--- config.mk ---
export PLATFORM = sky130hd
export DESIGN_NAME = interrupt_controller
export DESIGN_NICKNAME = d
export VERILOG_FILES = /design/src/rtl/interrupt_pkg.sv /design/src/rtl/irq_sync_edge.sv /design/src/rtl/interrupt_controller.sv
export SDC_FILE = /design/constraint.sdc
export NUM_CORES = 1
export LEC_CHECK = 0
export ABC_AREA = 1
export ABC_CLOCK_PERIOD_IN_PS = 1700
export CORE_MARGIN = 5
export CORE_UTILIZATION = 44
export CTS_CLUSTER_DIAMETER = 30
export DETAILED_ROUTE_END_ITERATION = 10
export PLACE_DENSITY = 0.85
export SLEW_MARGIN = 20
export SYNTH_ARGS = -nofsm -noshare
export SYNTH_HDL_FRONTEND = slang
export SYNTH_SLANG_ARGS = --single-unit
--- constraint.sdc ---
create_clock -name clk -period 1.7 [get_ports clk]
set_input_delay 0.17 -clock clk [delete_from_list [all_inputs] [get_ports clk]]
set_output_delay 0.17 -clock clk [all_outputs]
set_load 0.01 [all_outputs]
--- src/rtl/interrupt_pkg.sv ---
// Shared register map, FSM state type and priority helper for the interrupt controller.
package interrupt_pkg;

    localparam int unsigned NumIrqMax = 8;

    localparam logic [2:0] RegEnable  = 3'd0;
    localparam logic [2:0] RegPending = 3'd1;
    localparam logic [2:0] RegEdge    = 3'd2;
    localparam logic [2:0] RegStatus  = 3'd3;
    localparam logic [2:0] RegEoi     = 3'd4;

    typedef enum logic [1:0] {
        StIdle,
        StRequest,
        StInService
    } irq_state_e;

    // Fixed priority: the lowest set index wins.
    function automatic logic [2:0] lowest_set(input logic [NumIrqMax-1:0] v);
        logic [2:0] idx;
        idx = '0;
        for (int i = NumIrqMax - 1; i >= 0; i--) begin
            if (v[i]) idx = 3'(i);
        end
        return idx;
    endfunction

endpackage

--- src/rtl/irq_sync_edge.sv ---
// Multi-flop synchroniser for one asynchronous interrupt line plus a rising-edge pulse.
module irq_sync_edge #(
    parameter int unsigned SYNC_STAGES = 2
) (
    input  logic clk,
    input  logic rst_n,
    input  logic async_i,
    output logic sync_o,
    output logic rise_o
);

    logic [SYNC_STAGES-1:0] sync_q, sync_d;
    logic                   prev_q;

    always_comb begin
        sync_d = {sync_q[SYNC_STAGES-2:0], async_i};
    end

    always_ff @(posedge clk or negedge rst_n) begin
        if (!rst_n) begin
            sync_q <= '0;
            prev_q <= 1'b0;
        end else begin
            sync_q <= sync_d;
            prev_q <= sync_q[SYNC_STAGES-1];
        end
    end

    assign sync_o = sync_q[SYNC_STAGES-1];
    assign rise_o = sync_q[SYNC_STAGES-1] & ~prev_q;

endmodule

--- src/rtl/interrupt_controller.sv ---
// Prioritising interrupt controller: sync, pending latch, mask, fixed-priority request to the
// CPU with ack/EOI handshake, and a small register port.
module interrupt_controller
    import interrupt_pkg::*;
#(
    parameter int unsigned NUM_IRQ     = 8,
    parameter int unsigned SYNC_STAGES = 2
) (
    input  logic        clk,
    input  logic        rst_n,
    input  logic [7:0]  irq_in,
    input  logic [2:0]  reg_addr,
    input  logic [31:0] reg_wdata,
    input  logic        reg_write,
    input  logic        reg_read,
    output logic [31:0] reg_rdata,
    output logic [7:0]  interrupt_req,
    input  logic        interrupt_ack,
    output logic [2:0]  irq_vector,
    output logic        irq_active
);

    logic [NUM_IRQ-1:0] sync, rise;
    logic [NUM_IRQ-1:0] enable_q, enable_d, edge_mode_q, edge_mode_d, pending_q, pending_d;
    logic [NUM_IRQ-1:0] w1c, ack_clr;
    logic [7:0]         eligible, vec_onehot, req_q, req_d;
    logic [2:0]         vector_q, vector_d;
    logic [31:0]        rdata_q, rdata_d;
    logic               eoi;
    irq_state_e         state_q, state_d;

    logic unused_wdata;
    assign unused_wdata = ^reg_wdata[31:8];

    for (genvar g = 0; g < NUM_IRQ; g++) begin : g_sync
        irq_sync_edge #(
            .SYNC_STAGES(SYNC_STAGES)
        ) u_sync (
            .clk    (clk),
            .rst_n  (rst_n),
            .async_i(irq_in[g]),
            .sync_o (sync[g]),
            .rise_o (rise[g])
        );
    end

    assign eligible   = 8'(pending_q & enable_q);
    assign vec_onehot = 8'd1 << vector_q;
    assign eoi        = reg_write && (reg_addr == RegEoi);
    assign w1c        = (reg_write && reg_addr == RegPending) ? reg_wdata[NUM_IRQ-1:0] : '0;
    assign ack_clr    = (state_q == StRequest && interrupt_ack) ?
                        (vec_onehot[NUM_IRQ-1:0] & edge_mode_q) : '0;

    always_comb begin
        enable_d    = enable_q;
        edge_mode_d = edge_mode_q;
        if (reg_write && reg_addr == RegEnable) enable_d = reg_wdata[NUM_IRQ-1:0];
        if (reg_write && reg_addr == RegEdge) edge_mode_d = reg_wdata[NUM_IRQ-1:0];
        // New edges are ORed in last so they survive a same-cycle W1C or ack clear.
        pending_d = (edge_mode_q & ((pending_q & ~w1c & ~ack_clr) | rise))
                  | (~edge_mode_q & sync);
    end

    always_comb begin
        state_d  = state_q;
        req_d    = req_q;
        vector_d = vector_q;
        unique case (state_q)
            StIdle: begin
                if (|eligible) begin
                    state_d  = StRequest;
                    vector_d = lowest_set(eligible);
                    req_d    = 8'd1 << vector_d;
                end
            end
            StRequest: begin
                if (interrupt_ack) begin
                    state_d = StInService;
                    req_d   = '0;
                end else if (!eligible[vector_q]) begin
                    state_d = StIdle;
                    req_d   = '0;
                end
            end
            StInService: begin
                if (eoi) state_d = StIdle;
            end
            default: begin
                state_d = StIdle;
                req_d   = '0;
            end
        endcase
    end

    // Read data is taken from current register values, so a same-cycle write is not visible.
    always_comb begin
        rdata_d = rdata_q;
        if (reg_read) begin
            case (reg_addr)
                RegEnable:  rdata_d = 32'(enable_q);
                RegPending: rdata_d = 32'(pending_q);
                RegEdge:    rdata_d = 32'(edge_mode_q);
                RegStatus:  rdata_d = {24'b0, irq_active, 4'b0, vector_q};
                default:    rdata_d = '0;
            endcase
        end
    end

    always_ff @(posedge clk or negedge rst_n) begin
        if (!rst_n) begin
            enable_q    <= '0;
            edge_mode_q <= '0;
            pending_q   <= '0;
            state_q     <= StIdle;
            req_q       <= '0;
            vector_q    <= '0;
            rdata_q     <= '0;
        end else begin
            enable_q    <= enable_d;
            edge_mode_q <= edge_mode_d;
            pending_q   <= pending_d;
            state_q     <= state_d;
            req_q       <= req_d;
            vector_q    <= vector_d;
            rdata_q     <= rdata_d;
        end
    end

    assign interrupt_req = req_q;
    assign irq_vector    = vector_q;
    assign irq_active    = (state_q != StIdle);
    assign reg_rdata     = rdata_q;

endmodule

* Yosys cells after proc, flatten, opt, wreduce, memory -nomap -nowiden *
Cells that the tools add are included.

operators by class
  $lt $le $gt $ge = 1
  equal/unequal tests = 9
  shift operators = 2
  muxes and demuxes = 24
  bitwise logic cells = 28
  reductions and logical operators = 12

operator list
  cell                                                                          number
  8-bit bitwise AND                                                             6
  8-bit two-way mux                                                             5
  8-bit one-hot mux with 4 select lines                                         1
  3-bit two-way mux                                                             10
  8-bit NOT                                                                     3
  8-bit one-hot mux with 3 select lines                                         1
  8-bit OR                                                                      2
  1-bit by 3-bit left shift with 8-bit output, first input constant             2
  1-bit NOT                                                                     9
  1-bit bitwise AND                                                             8
  2-bit two-way mux                                                             4
  8-bit OR reduction                                                            1
  3-bit by 2-bit == test with 1-bit output, second input constant               2
  2-bit one-hot mux with 3 select lines                                         1
  3-bit AND reduction                                                           2
  1-bit logical AND                                                             5
  3-bit by 4-bit less-than comparator with 1-bit output, second input constant  1
  2-bit inequality test, second input constant                                  2
  1-bit binary-select mux with 3-bit select                                     1
  3-bit by 1-bit == test with 1-bit output, second input constant               1
  3-bit == test, second input constant                                          1
  3-bit logical NOT                                                             1
  3-bit inequality test, second input constant                                  1
  2-bit by 1-bit == test with 1-bit output, second input constant               1
  5 further kinds                                                               5

storage, ports and cells
  register bits after elaboration = 93
  input port bits = 48
  output and inout port bits = 44
  logic and storage cells = 99

* Depth between registers and ports, before layout *
  depth after elaboration = 14
  gate-level depth with buffers = 11
  depth with buffers taken out = 11

* Hierarchy *
A second synthesis with hierarchy kept.

second synthesis, totals
  cells, all modules = 354
  area total of the unflattened synthesis = 3,188.1 um^2

by module, submodules not included
  module                times used  cells each  area each (um^2)  sequential area each (um^2)
  interrupt_controller  1           314         2,507.4           1,126.1
  irq_sync_edge         8           5           85.1              75.1

* Worst setup path after synthesis *
OpenSTA, ideal clock, no wires.

  kind = register to register
  from = reg vector_q[0] (netlist: irq_vector[0])
  to = reg req_q[1] (netlist: interrupt_req[1])
  setup time = 120 ps
  arrival = 1,130 ps
  required time = 1,580 ps
  setup slack = 450 ps
  cell stages (with the launch flop) = 12
  buffers on the path = 1
  period minus slack after synthesis = 1,250 ps
  path through = dfrtp_1 -> buf_6 -> inv_4 -> nand2_1 -> nand2_1 -> nand2_1 -> nand2_1 -> nand2_1 -> nand3_2 -> nand2_4 -> nand2_1 -> o21ai_2

between the ends
  word-level cells in the longest chain between the ends = 4

RTL lines
  element                                    line                         text
  from (decl)                                interrupt_controller.sv:27   logic [2:0] vector_q, vector_d;
  from (signal assigned)                     interrupt_controller.sv:124  vector_q <= vector_d;
  1-bit binary-select mux with 3-bit select  interrupt_controller.sv:80   end else if (!eligible[vector_q]) begin
  1-bit two-way mux (not written as such)    interrupt_controller.sv:80
  3-bit inequality test (no source line)     n/a
  3-bit AND reduction (no source line)       n/a
  to (signal assigned)                       interrupt_controller.sv:123  req_q <= req_d;
  to (decl)                                  interrupt_controller.sv:26   logic [7:0] eligible, vec_onehot, req_q, req_d;

No other way between the ends. The select of a mux whose other input is x is not followed.
A chain may end at the register's enable or synchronous reset.

* Worst setup path after layout *
  from = reg vector_q[0] (netlist: irq_vector[0])
  to = out irq_vector[0]

RTL lines
  element    line                        text
  to (decl)  interrupt_controller.sv:19  output logic [2:0] irq_vector,

No word-level cell between the ends.

==> impl_results.md <==
* Clock network power share at 31.5%
* Post-layout instance area at 3884 sq um
* Vias per Instance at 4.620
* Clk buf depth at 2
* Post-DP HPWL at 4.865 mm
* Crit Path Max Fanout at 11
* Die area at 8994 sq um
* Max VDD drop at 0.5424 mV
* Arr. time, crit path at 1.44 ns
* Slew Limit Fails at 0
* Die width at 94.84 microns
* Final hold viol count at 0
* Final setup fails at 0
* Simple-gate share of the synthesized area at 26.04%
* Area contributors post-synth: dfrtp_1, nand2_1, buf_4
* Post-synth EDFFs at 0
* P_leak at 1.909 nW
* Vias in the first global route at 2327
* Height of the die at 94.84 microns
* TritonCTS clock tree: done
* Unique masters post-synth at 28
* Post-route ant nets at 0
* Synth area leader: dfrtp_1
* Largest family of logic cells by synthesized area: simple AND/OR/NAND/NOR gates
* Maxcap violations at 0
* CP cell instances: clkdlybuf4s50_1
* Mux share of post-synthesis cell area at 2.845%
* Sequential area share after synthesis at 54.52%
* Most instantiated cells after synthesis: nand2_1, dfrtp_1, buf_4, inv_1, o21ai_2
* Via count at 2347
* Total CTS buffers at 9
* Post-route insts no fill at 508
* Power density over the cells at 1332 nW/um^2
* Logic pwr share at 26.7%
* Count leader, synth: nand2_1
* Largest net degree at the start of global routing at 70
* Critical-path top delay cell: clkdlybuf4s50_1
* Unrepaired setup endpoints after global routing: no
* Total Routing Usage GR at 15.95%
* Crit-path leading delay family: buffers and inverters
* Nets at 452
* Highest metal used: met4
* Total gr overflow at 0
* Final Skew at 0.005214 ns
* Mean Syn Cell Area at 9.022 sq um
* Status: complete, no violations
* N_diodes at 0
* Synth Area in Compound Gates at 6.401%
* Post-Syn Instances at 351
* Most used DFF post-synth: dfrtp_1
* Yosys warning count at 0
* Crit path largest cell delay at 0.59 ns
* Metal2 WL at 3.132 mm
* Synth Register Bits at 69
* Final WL at 6.505 mm
* # Post-CTS Setup Buffers at 0
* Flop pwr share at 41.8%
* Cell internal pwr at 0.003508 W
* Sink Count at 69
* Startpoint Class: register
* Initial antenna violation count at 0
* Fin crit period at 1.608 ns
* Yosys top cell area share at 54.52%
* Starting DRC count in detailed routing at 111
* XOR/XNOR Fraction of Synth Area at 0%
* Net Sw Power at 0.001665 W
* Initial Util at 44.37%
* Num rows at 31
* Post-Place Cell Area at 3622 sq um
* Net Sw Frac at 32.19%
* Overall Power at 0.005174 W
* Clock Latency Late Sink at 0.34 ns
* Drt drc at 0
* Layout cells sized above 1 at 15.65%
* Wire length per cell at 12.81 microns
* Mapped Area at 3167 sq um
* Detail Route met3 WL at 367 microns
* Adder-cell area share of the yosys netlist at 0%
* Worst Setup Path Type: register to output pin
* Clock root buffer: clkbuf_8
* Worst-path clk slew at 0.07 ns
* Worst path buffer plus inverter count at 1
* Final Cycle Share at 94.59%
* M1 WL at 2.861 mm
* Setup TNS at 0 ns
* Worst hold path type: input port to register
* Core area at 7137 sq um
* Routability-driven placement congestion ratio at 0.9487
* # H-tree levels at 3
* CP required at 1.53 ns
* Port-buffer cells at 43
* # IOs at 92
* DP Cell Count at 491
* Global-route wire length before repair at 10.85 mm
* Area Growth Syn to Fin at 22.64%
* Peak Freq at 621.9 MHz
* Nature of the critical path endpoint: output pin
* Fraction of registers with async set/reset at 100.0%
* 1st-pass router iterations at 4
[cell families (layout without fill, tap and decap cells)]
family,after synthesis,count (layout)
simple gates,191,191
flops,69,69
buf+inv,54,89
compound gates,28,28
mux,8,8
other cells,1,24
[through the flow]
stage	hold slack [ns]	util [%]	setup WS (ns)
detailed placement	0.2205	50.75	0.03768
floorplan	-0.1256	-	0.4502
global route	0.2421	54.42	0.05167
CTS	0.2477	54.40	0.03045
global placement	0.2135	50.75	0.08170
finish	0.2588	54.42	0.09195
[flip-flops by register name, summed over array words and instances, names as in the netlist]
register / flops
reg_rdata: 8
irq_vector: 3
g_sync.u_sync.sync_q: 16
edge_mode_q: 8
pending_q: 8
state_q: 2
interrupt_req: 8
enable_q: 8
g_sync.u_sync.prev_q: 8
[routing by layer]
| layer | global-route usage [%] | vias up |
|---|---|---|
| met3 | 3.426 | 12 |
| met2 | 26.19 | 72 |
| met4 | 8.173 | 0 |
| li1 | - | 1169 |
| met5 | 0 | - |
| met1 | 19.77 | 1094 |
[placed cells by master (no fill, tap or decap), types with 2 or more instances in the layout]
cell,Yosys,layout
conb_1,1,24
inv_2,3,3
nand2_1,143,143
nand2_4,2,2
buf_4,24,3
o2111ai_1,2,2
clkdlybuf4s50_1,0,41
nand3_2,2,2
nand4_1,10,10
o21ai_1,9,9
bufinv_16,0,3
nand3_1,11,11
dfrtp_1,69,67
nor2_2,3,4
nand2_2,6,6
dfrtp_2,0,2
o21ai_0,2,2
nor2_1,10,9
mux2_2,8,8
clkbuf_8,0,10
o21ai_2,13,13
clkinvlp_4,0,2
inv_1,21,21
[cell type report]
cell class,instances,area [sq um]
clock buffers,10,137.6
inverters,25,96.34
well taps,99,123.9
flip-flops and latches,69,1729
fillers,647,3253
clock inverters,6,110.1
multi-input cells,251,1210
repair buffers,48,476.7
[power groups by stage]
stage / clock network (W) / logic (W) / registers [W]
global route: 0.00174 / 0.00154 / 0.00220
global placement: 0 / 0.00135 / 0.00217
floorplan: 0 / 0.000911 / 0.00214
finish: 0.00163 / 0.00138 / 0.00216
CTS: 0.00166 / 0.00139 / 0.00216
detailed placement: 0 / 0.00139 / 0.00219
[timing repair]
item,in CTS,in global routing
pin swaps,0,0
endpoints found under the setup margin,2,1
hold endpoints to repair,69,0
resized for setup,3,1
hold buffers,1,0
[worst paths after layout]
| path | start | end | slack [ns] | cells past startpoint |
|---|---|---|---|---|
| setup / recovery | irq_vector[0]$_DFFE_PN0P_ | irq_vector[0] | 0.09 | 1 |
| max in group asynchronous | rst_n | state_q[1]$_DFFE_PN0P_ | 1.04 | 3 |
| min in group asynchronous | rst_n | g_sync[6].u_sync.sync_q[0]$_DFF_PN0_ | 0.37 | 3 |
| hold reg to reg | g_sync[3].u_sync.sync_q[0]$_DFF_PN0_ | g_sync[3].u_sync.sync_q[1]$_DFF_PN0_ | 0.35 | 0 |
| setup reg to reg | pending_q[0]$_DFF_PN0_ | interrupt_req[1]$_DFFE_PN0P_ | 0.32 | 8 |
| hold / removal | irq_in[1] | g_sync[1].u_sync.sync_q[0]$_DFF_PN0_ | 0.26 | 1 |
No activity file was read; power rests on OpenSTA's default activity.
